[config.mk]
export PLATFORM = sky130hd
export DESIGN_NAME = mvmpu_postproc
export DESIGN_NICKNAME = d
export VERILOG_FILES = /design/src/rtl/mvmpu_postproc.sv
export SDC_FILE = /design/constraint.sdc
export NUM_CORES = 1
export LEC_CHECK = 0
export CELL_PAD_IN_SITES_DETAIL_PLACEMENT = 1
export CELL_PAD_IN_SITES_GLOBAL_PLACEMENT = 1
export CORE_AREA = 2 2 182 184
export CTS_CLUSTER_SIZE = 12
export DETAILED_ROUTE_END_ITERATION = 8
export DIE_AREA = 0 0 184 186
export GPL_TIMING_DRIVEN = 0
export HOLD_SLACK_MARGIN = 0.05
export MAX_ROUTING_LAYER = met4
export PLACE_DENSITY_LB_ADDON = 0.1
export REMOVE_ABC_BUFFERS = 1
export SLEW_MARGIN = 15
export SYNTH_ARGS = -nofsm -noshare
export SYNTH_HDL_FRONTEND = slang
export SYNTH_SLANG_ARGS = --single-unit
[constraint.sdc]
create_clock -name clk -period 5.2 [get_ports clk]
set_clock_uncertainty 0.2 [all_clocks]
set_input_delay 1.3 -clock clk [delete_from_list [all_inputs] [get_ports clk]]
set_output_delay 1.3 -clock clk [all_outputs]
set_load 0.03 [all_outputs]
[src/rtl/mvmpu_postproc.sv]
// ============================================================================
// Module   : mvmpu_postproc
// Purpose  : Serialises an MVPE_N-lane partial-sum word through bias add,
//            rounded rescale, saturation and ReLU into vector RAM writes.
// Revision : 1.0 - initial release
// ============================================================================
`default_nettype none

module mvmpu_postproc #(
   parameter int MVPE_N   = 8,
   parameter int INTWIDTH = 16,
   parameter int VAW      = 10
) (
   input  logic                         clk,
   input  logic                         rst_n,
   input  logic                         din_valid,
   input  logic [MVPE_N*INTWIDTH-1:0]   din,
   output logic                         busy,
   input  logic [7:0]                   cfg_nlanes,
   input  logic [4:0]                   cfg_shift,
   input  logic                         cfg_bias_en,
   input  logic                         cfg_relu,
   input  logic [VAW-1:0]               base_addr,
   output logic                         bias_rd_en,
   output logic [VAW-1:0]               bias_addr,
   input  logic [INTWIDTH-1:0]          bias_din,
   output logic                         wr_en,
   output logic [VAW-1:0]               wr_addr,
   output logic [INTWIDTH-1:0]          wr_data,
   output logic                         done,
   output logic                         overrun
);

   localparam int IDXW = (MVPE_N > 1) ? $clog2(MVPE_N) : 1;
   localparam logic [7:0] c_NMAX  = 8'(MVPE_N);
   localparam logic [5:0] c_SHMAX = 6'(INTWIDTH - 1);
   localparam logic signed [INTWIDTH+1:0] c_SAT_MAX = {3'b000, {(INTWIDTH-1){1'b1}}};
   localparam logic signed [INTWIDTH+1:0] c_SAT_MIN = {3'b111, {(INTWIDTH-1){1'b0}}};

   typedef enum logic [1:0] {
      IDLE   = 2'd0,
      ISSUE  = 2'd1,
      FLUSH1 = 2'd2,
      FLUSH2 = 2'd3
   } state_t;

   state_t r_state, w_state_nxt;

   logic signed [INTWIDTH-1:0] r_lane [MVPE_N];
   logic [7:0]          r_nlanes;
   logic [4:0]          r_shift;
   logic                r_bias_en;
   logic                r_relu;
   logic [VAW-1:0]      r_base;
   logic [7:0]          r_idx;
   logic                r_s1_valid;
   logic                r_s1_last;
   logic [IDXW-1:0]     r_s1_idx;
   logic                r_wr_en;
   logic [VAW-1:0]      r_wr_addr;
   logic [INTWIDTH-1:0] r_wr_data;
   logic                r_done;
   logic                r_overrun;

   logic                w_accept;
   logic                w_last;
   logic [7:0]          w_nlanes;
   logic [4:0]          w_shift;

   assign w_accept = (r_state == IDLE) && din_valid;
   assign w_last   = (r_idx == (r_nlanes - 8'd1));
   assign w_nlanes = ((cfg_nlanes == 8'd0) || (cfg_nlanes > c_NMAX)) ? c_NMAX : cfg_nlanes;
   assign w_shift  = ({1'b0, cfg_shift} > c_SHMAX) ? c_SHMAX[4:0] : cfg_shift;

   always_ff @(posedge clk or negedge rst_n) begin
      if (!rst_n) begin
         r_state <= IDLE;
      end else begin
         r_state <= w_state_nxt;
      end
   end

   always_comb begin
      w_state_nxt = r_state;
      case (r_state)
         IDLE:    if (din_valid) w_state_nxt = ISSUE;
         ISSUE:   if (w_last)    w_state_nxt = FLUSH1;
         FLUSH1:  w_state_nxt = FLUSH2;
         FLUSH2:  w_state_nxt = IDLE;
         default: w_state_nxt = IDLE;
      endcase
   end

   // Job capture and lane issue counter
   always_ff @(posedge clk or negedge rst_n) begin
      if (!rst_n) begin
         for (int i = 0; i < MVPE_N; i++) r_lane[i] <= '0;
         r_nlanes  <= '0;
         r_shift   <= '0;
         r_bias_en <= 1'b0;
         r_relu    <= 1'b0;
         r_base    <= '0;
         r_idx     <= '0;
         r_overrun <= 1'b0;
      end else begin
         if (w_accept) begin
            for (int i = 0; i < MVPE_N; i++) r_lane[i] <= din[i*INTWIDTH +: INTWIDTH];
            r_nlanes  <= w_nlanes;
            r_shift   <= w_shift;
            r_bias_en <= cfg_bias_en;
            r_relu    <= cfg_relu;
            r_base    <= base_addr;
            r_idx     <= '0;
         end else if (r_state == ISSUE) begin
            r_idx <= r_idx + 8'd1;
         end
         if (din_valid && (r_state != IDLE)) r_overrun <= 1'b1;
      end
   end

   // Lane arithmetic, evaluated in the cycle bias_din is valid
   logic signed [INTWIDTH-1:0] w_lane;
   logic signed [INTWIDTH-1:0] w_bias;
   logic signed [INTWIDTH+1:0] w_sum;
   logic signed [INTWIDTH+1:0] w_half;
   logic signed [INTWIDTH+1:0] w_rnd;
   logic signed [INTWIDTH+1:0] w_shr;
   logic signed [INTWIDTH+1:0] w_sat;
   logic [INTWIDTH-1:0]        w_res;

   always_comb begin
      w_lane = r_lane[r_s1_idx];
      w_bias = r_bias_en ? $signed(bias_din) : '0;
      w_sum  = {{2{w_lane[INTWIDTH-1]}}, w_lane} + {{2{w_bias[INTWIDTH-1]}}, w_bias};
      w_half = (r_shift == 5'd0) ? '0 : ((INTWIDTH+2)'(1) << (r_shift - 5'd1));
      w_rnd  = w_sum + w_half;
      w_shr  = w_rnd >>> r_shift;
      w_sat  = w_shr;
      if (w_shr > c_SAT_MAX) w_sat = c_SAT_MAX;
      else if (w_shr < c_SAT_MIN) w_sat = c_SAT_MIN;
      w_res = w_sat[INTWIDTH-1:0];
      if (r_relu && w_sat[INTWIDTH+1]) w_res = '0;
   end

   always_ff @(posedge clk or negedge rst_n) begin
      if (!rst_n) begin
         r_s1_valid <= 1'b0;
         r_s1_last  <= 1'b0;
         r_s1_idx   <= '0;
         r_wr_en    <= 1'b0;
         r_wr_addr  <= '0;
         r_wr_data  <= '0;
         r_done     <= 1'b0;
      end else begin
         r_s1_valid <= (r_state == ISSUE);
         r_s1_last  <= (r_state == ISSUE) && w_last;
         r_s1_idx   <= r_idx[IDXW-1:0];
         r_wr_en    <= r_s1_valid;
         r_done     <= r_s1_valid && r_s1_last;
         if (r_s1_valid) begin
            r_wr_addr <= r_base + VAW'(r_s1_idx);
            r_wr_data <= w_res;
         end
      end
   end

   assign busy       = (r_state != IDLE);
   assign bias_rd_en = (r_state == ISSUE) && r_bias_en;
   assign bias_addr  = r_base + VAW'(r_idx);
   assign wr_en      = r_wr_en;
   assign wr_addr    = r_wr_addr;
   assign wr_data    = r_wr_data;
   assign done       = r_done;
   assign overrun    = r_overrun;

endmodule

`default_nettype wire

==> results.sh <==
export IMPL_grt_pass1_vias=10100
export IMPL_path_depth=14
export IMPL_grt_overflow_total=0
export IMPL_nets=1673
export IMPL_yosys_area_top_type="dfrtp_1"
export IMPL_die_area_mm2=0.0342
export IMPL_max_freq_mhz=196
export IMPL_finalCritPeriodShare_pct=98.0
export IMPL_synthMuxAreaShare_pct=10.6
export IMPL_critPathLaunchType="flip-flop"
export IMPL_core_area_mm2=0.0322
export IMPL_clkTransAtPathRegs_ns=0.08
export IMPL_antenna_found_initial=3
export IMPL_synthXorXnorAreaFrac_pct=4.04
export IMPL_slew_headroom_pct=36.1
export IMPL_worst_path_max_delay_cell="mux4_2"
export IMPL_drv_cap=0
export IMPL_io_buffers=212
export IMPL_slew_violations=0
export IMPL_dpl_cell_area_mm2=0.0141
export IMPL_final_common_cell="nand2_1"
export IMPL_row_count=66
export IMPL_die_x_um=184
export IMPL_cts_buffer_depth=2
export IMPL_ys_warn_count=0
export IMPL_ys_flop_type="dfrtp_1"
export IMPL_synth_top_area_share_pct=42.8
export IMPL_cts_inserted_buffers=17
export IMPL_htree_levels=4
export IMPL_synth_area_mm2=0.0115
export IMPL_crit_path_cell_trace="buf_16 -> mux4_2 -> mux2_2 -> fa_1 -> ha_1 -> a21oi_1 -> o211ai_2 -> a21oi_4 -> o21ai_2 -> xnor2_4 -> mux4_2 -> mux2i_1 -> or2_1 -> a221o_1"
export IMPL_final_cell_area_mm2=0.0151
export IMPL_grt_max_degree=92
export IMPL_cts_sinks=197
export IMPL_total_power_mw=11.5
export IMPL_synth_edf_count=0
export IMPL_dr_pass1_iters=4
export IMPL_fillCellCount=3672
export IMPL_synth_simple_area_share_pct=22.5
export IMPL_cp_slowest_stage_delay_ns=0.53
export IMPL_critPathBufInv=1
export IMPL_pin_count=213
export IMPL_r2r_slack_ns=0.11
export IMPL_rr_worst_depth=14
export IMPL_dp_slack_ns=-0.929
export IMPL_synth_avg_cell_area_um2=9.14
export IMPL_grt_first_pass_wirelength_mm=54.9
export IMPL_synthArstFlopShare_pct=100
export IMPL_seq_area_mm2=0.00495
export IMPL_p_leak_nw=6.96
export IMPL_cp_endpoint="wr_data[10]"
export IMPL_multiInputGateArea_mm2=0.00639
export IMPL_detail_route_antenna_nets=0
export IMPL_fin_setup_tns_ns=0
export IMPL_synth_compound_area_share_pct=9.37
export IMPL_routed_wl_mm=34.4
export IMPL_avgViaCountPerCell=5.06
export IMPL_path_delay_family="compound AO/OA/AOI/OAI gates"
export IMPL_clock_latency_ns=0.46
export IMPL_drtIter0Drc=497
export IMPL_vdd_drop_max_mv=0.364
export IMPL_cp_data_arrival_time_ns=5.23
export IMPL_p_per_area_mw_per_mm2=761
export IMPL_wire_per_inst_um=18.4
export IMPL_layout_setup_ws_ns=0.105
export IMPL_synth_top_family_by_area="simple AND/OR/NAND/NOR gates"
export IMPL_crit_type="reg2reg"
export IMPL_grt_use_total_pct=21.5
export IMPL_area_growth_pct=31.0
export IMPL_yosysUniqueCellTypes=76
export IMPL_r2r_end="wr_data[10]"
export IMPL_status="finished, final reports clean"
export IMPL_setup_viol=0
export IMPL_synth_area_leaders="dfrtp_1 43%, nand2_1 16%, mux4_2 6.8%, ha_1 3.7%, fa_1 3.5%"
export IMPL_critPathLaunch="r_s1_idx[0]"
export IMPL_route_detailed_drc=0
export IMPL_final_cells=1872
export IMPL_cts_tree="yes"
export IMPL_worst_path_max_fanout=15
export IMPL_die_h_um=186
export IMPL_fin_crit_ns=5.09
export IMPL_gp_congestion=0.842
export IMPL_hpwl_mm=24.7
export IMPL_ys_seq_area_share_pct=42.8
export IMPL_root_buffer="clkbuf_16"
export IMPL_finalHoldViolations=0
export IMPL_drive_gt1_share_pct=11.7
export IMPL_ys_ff_latch=197
export IMPL_synth_adder_area_share_pct=7.17
export IMPL_crit_path_end_kind="flip-flop"
export IMPL_required_ns=5.34
export IMPL_worst_pin_slew_ns=0.958
export IMPL_initial_core_util_pct=35.8
export IMPL_r2r_start="r_s1_idx[0]"
export IMPL_dp_cells=1817
export IMPL_synthCells=1261
export IMPL_final_cell_mix="475 x nand2_1, 210 x clkdlybuf4s50_1, 189 x dfrtp_1"
export IMPL_crit_top_cell="mux4_2"
export IMPL_via_count=9481
export IMPL_hold_class="reg2reg"
Yosys cell counts, types with 3 or more instances:
library cell and count:
nand2_1 476, dfrtp_1 197, nor2_1 64, clkbuf_1 59, a21oi_1 38, mux4_2 35, ha_1 34, inv_1 33
o21ai_0 26, and2_1 25, xnor2_1 25, mux2_2 21, fa_1 20, xor2_1 20, mux2i_1 18, a21o_1 15
nand3_1 13, nand4_1 9, nor2b_1 7, a211oi_1 6, a22oi_1 6, buf_2 6, nand2b_1 6, nor3_1 6
buf_1 5, o211ai_1 5, o22ai_1 5, or3_1 5, a21oi_2 4, a221o_1 4, a31oi_1 3, and3_1 3
o21a_1 3, o21bai_1 3
cell type report:
type	instances	area share, %
Tap cell	408	3.38
Multi-Input combinational cell	960	42.3
Antenna cell	4	0.0663
Sequential cell	197	32.8
Clock inverter	14	1.24
Timing Repair Buffer	238	16.5
Clock buffer	18	2.84
Inverter	33	0.846
cell families (layout without fill, tap and decap cells):
logic type / count (synthesis) / count (layout)
compound gates: 153 / 153
xor+xnor: 48 / 49
fa+ha+maj: 54 / 54
buf+inv: 105 / 303
flops: 197 / 197
mux: 75 / 75
other cells: 0 / 4
simple gates: 629 / 629
stage by stage:
stage | hold WS, ns | utilization (%)
after floorplan | 0.228 | -
after global placement | 0.231 | 43.0
after detailed placement | 0.241 | 43.7
after CTS | 0.252 | 46.0
after global routing | 0.260 | 46.9
final | 0.250 | 46.9
registers in the layout, indices dropped and copies added, names as in the netlist:
name	flops
r_relu	1
r_s1_last	1
wr_data	16
r_lane	128
r_s1_valid	1
r_shift	5
r_state	2
r_s1_idx	3
done	1
wr_en	1
r_nlanes	8
overrun	1
r_idx	8
r_base	10
wr_addr	10
r_bias_en	1
layer usage:
| layer | vias up | wire (um) | GRT usage [%] |
|---|---|---|---|
| met4 | 0 | 599 | 6.34 |
| met1 | 4699 | 15600 | 27.2 |
| met5 | - | 0 | - |
| met3 | 34 | 1190 | 3.23 |
| li1 | 4578 | - | - |
| met2 | 170 | 17000 | 35.8 |
how the worst min path moves through the flow:
stage	from	end	slack, ns	cells past startpoint
global route	r_s1_last	done	0.26	1
global placement	r_s1_last	done	0.23	1
detailed placement	r_s1_last	done	0.24	1
finish	r_s1_last	done	0.25	1
CTS	r_s1_last	done	0.25	1
floorplan	r_s1_last	done	0.23	1
worst register-to-register path: cells and delay by family (launching register included):
family / cells / cell delay, ns
adders and majority gates: 2 / 0.86
AOI/OAI and AO/OA: 5 / 1.35
muxes: 4 / 1.35
DFF: 1 / 0.45
xor gates and xnor gates: 1 / 0.31
and+or+nand+nor: 1 / 0.24
buffers and inverters: 1 / 0.19
power breakdown:
group	internal, mW	leakage [nW]	total [mW]	switching [mW]
Clock	0.735	0.298	1.41	0.673
Combinational	3.20	4.21	7.26	4.06
Sequential	2.21	2.45	2.83	0.613
Total	6.15	6.96	11.5	5.35
timing repair:
item                                    4_1_cts  5_1_grt
endpoints found under the setup margin       16       16
gates cloned                                  1        1
pin swaps                                     1        8
buffers inserted                              6       11
resized for setup                            11       34
hold buffers                                  0        0
(Power assumes the default switching activity.)
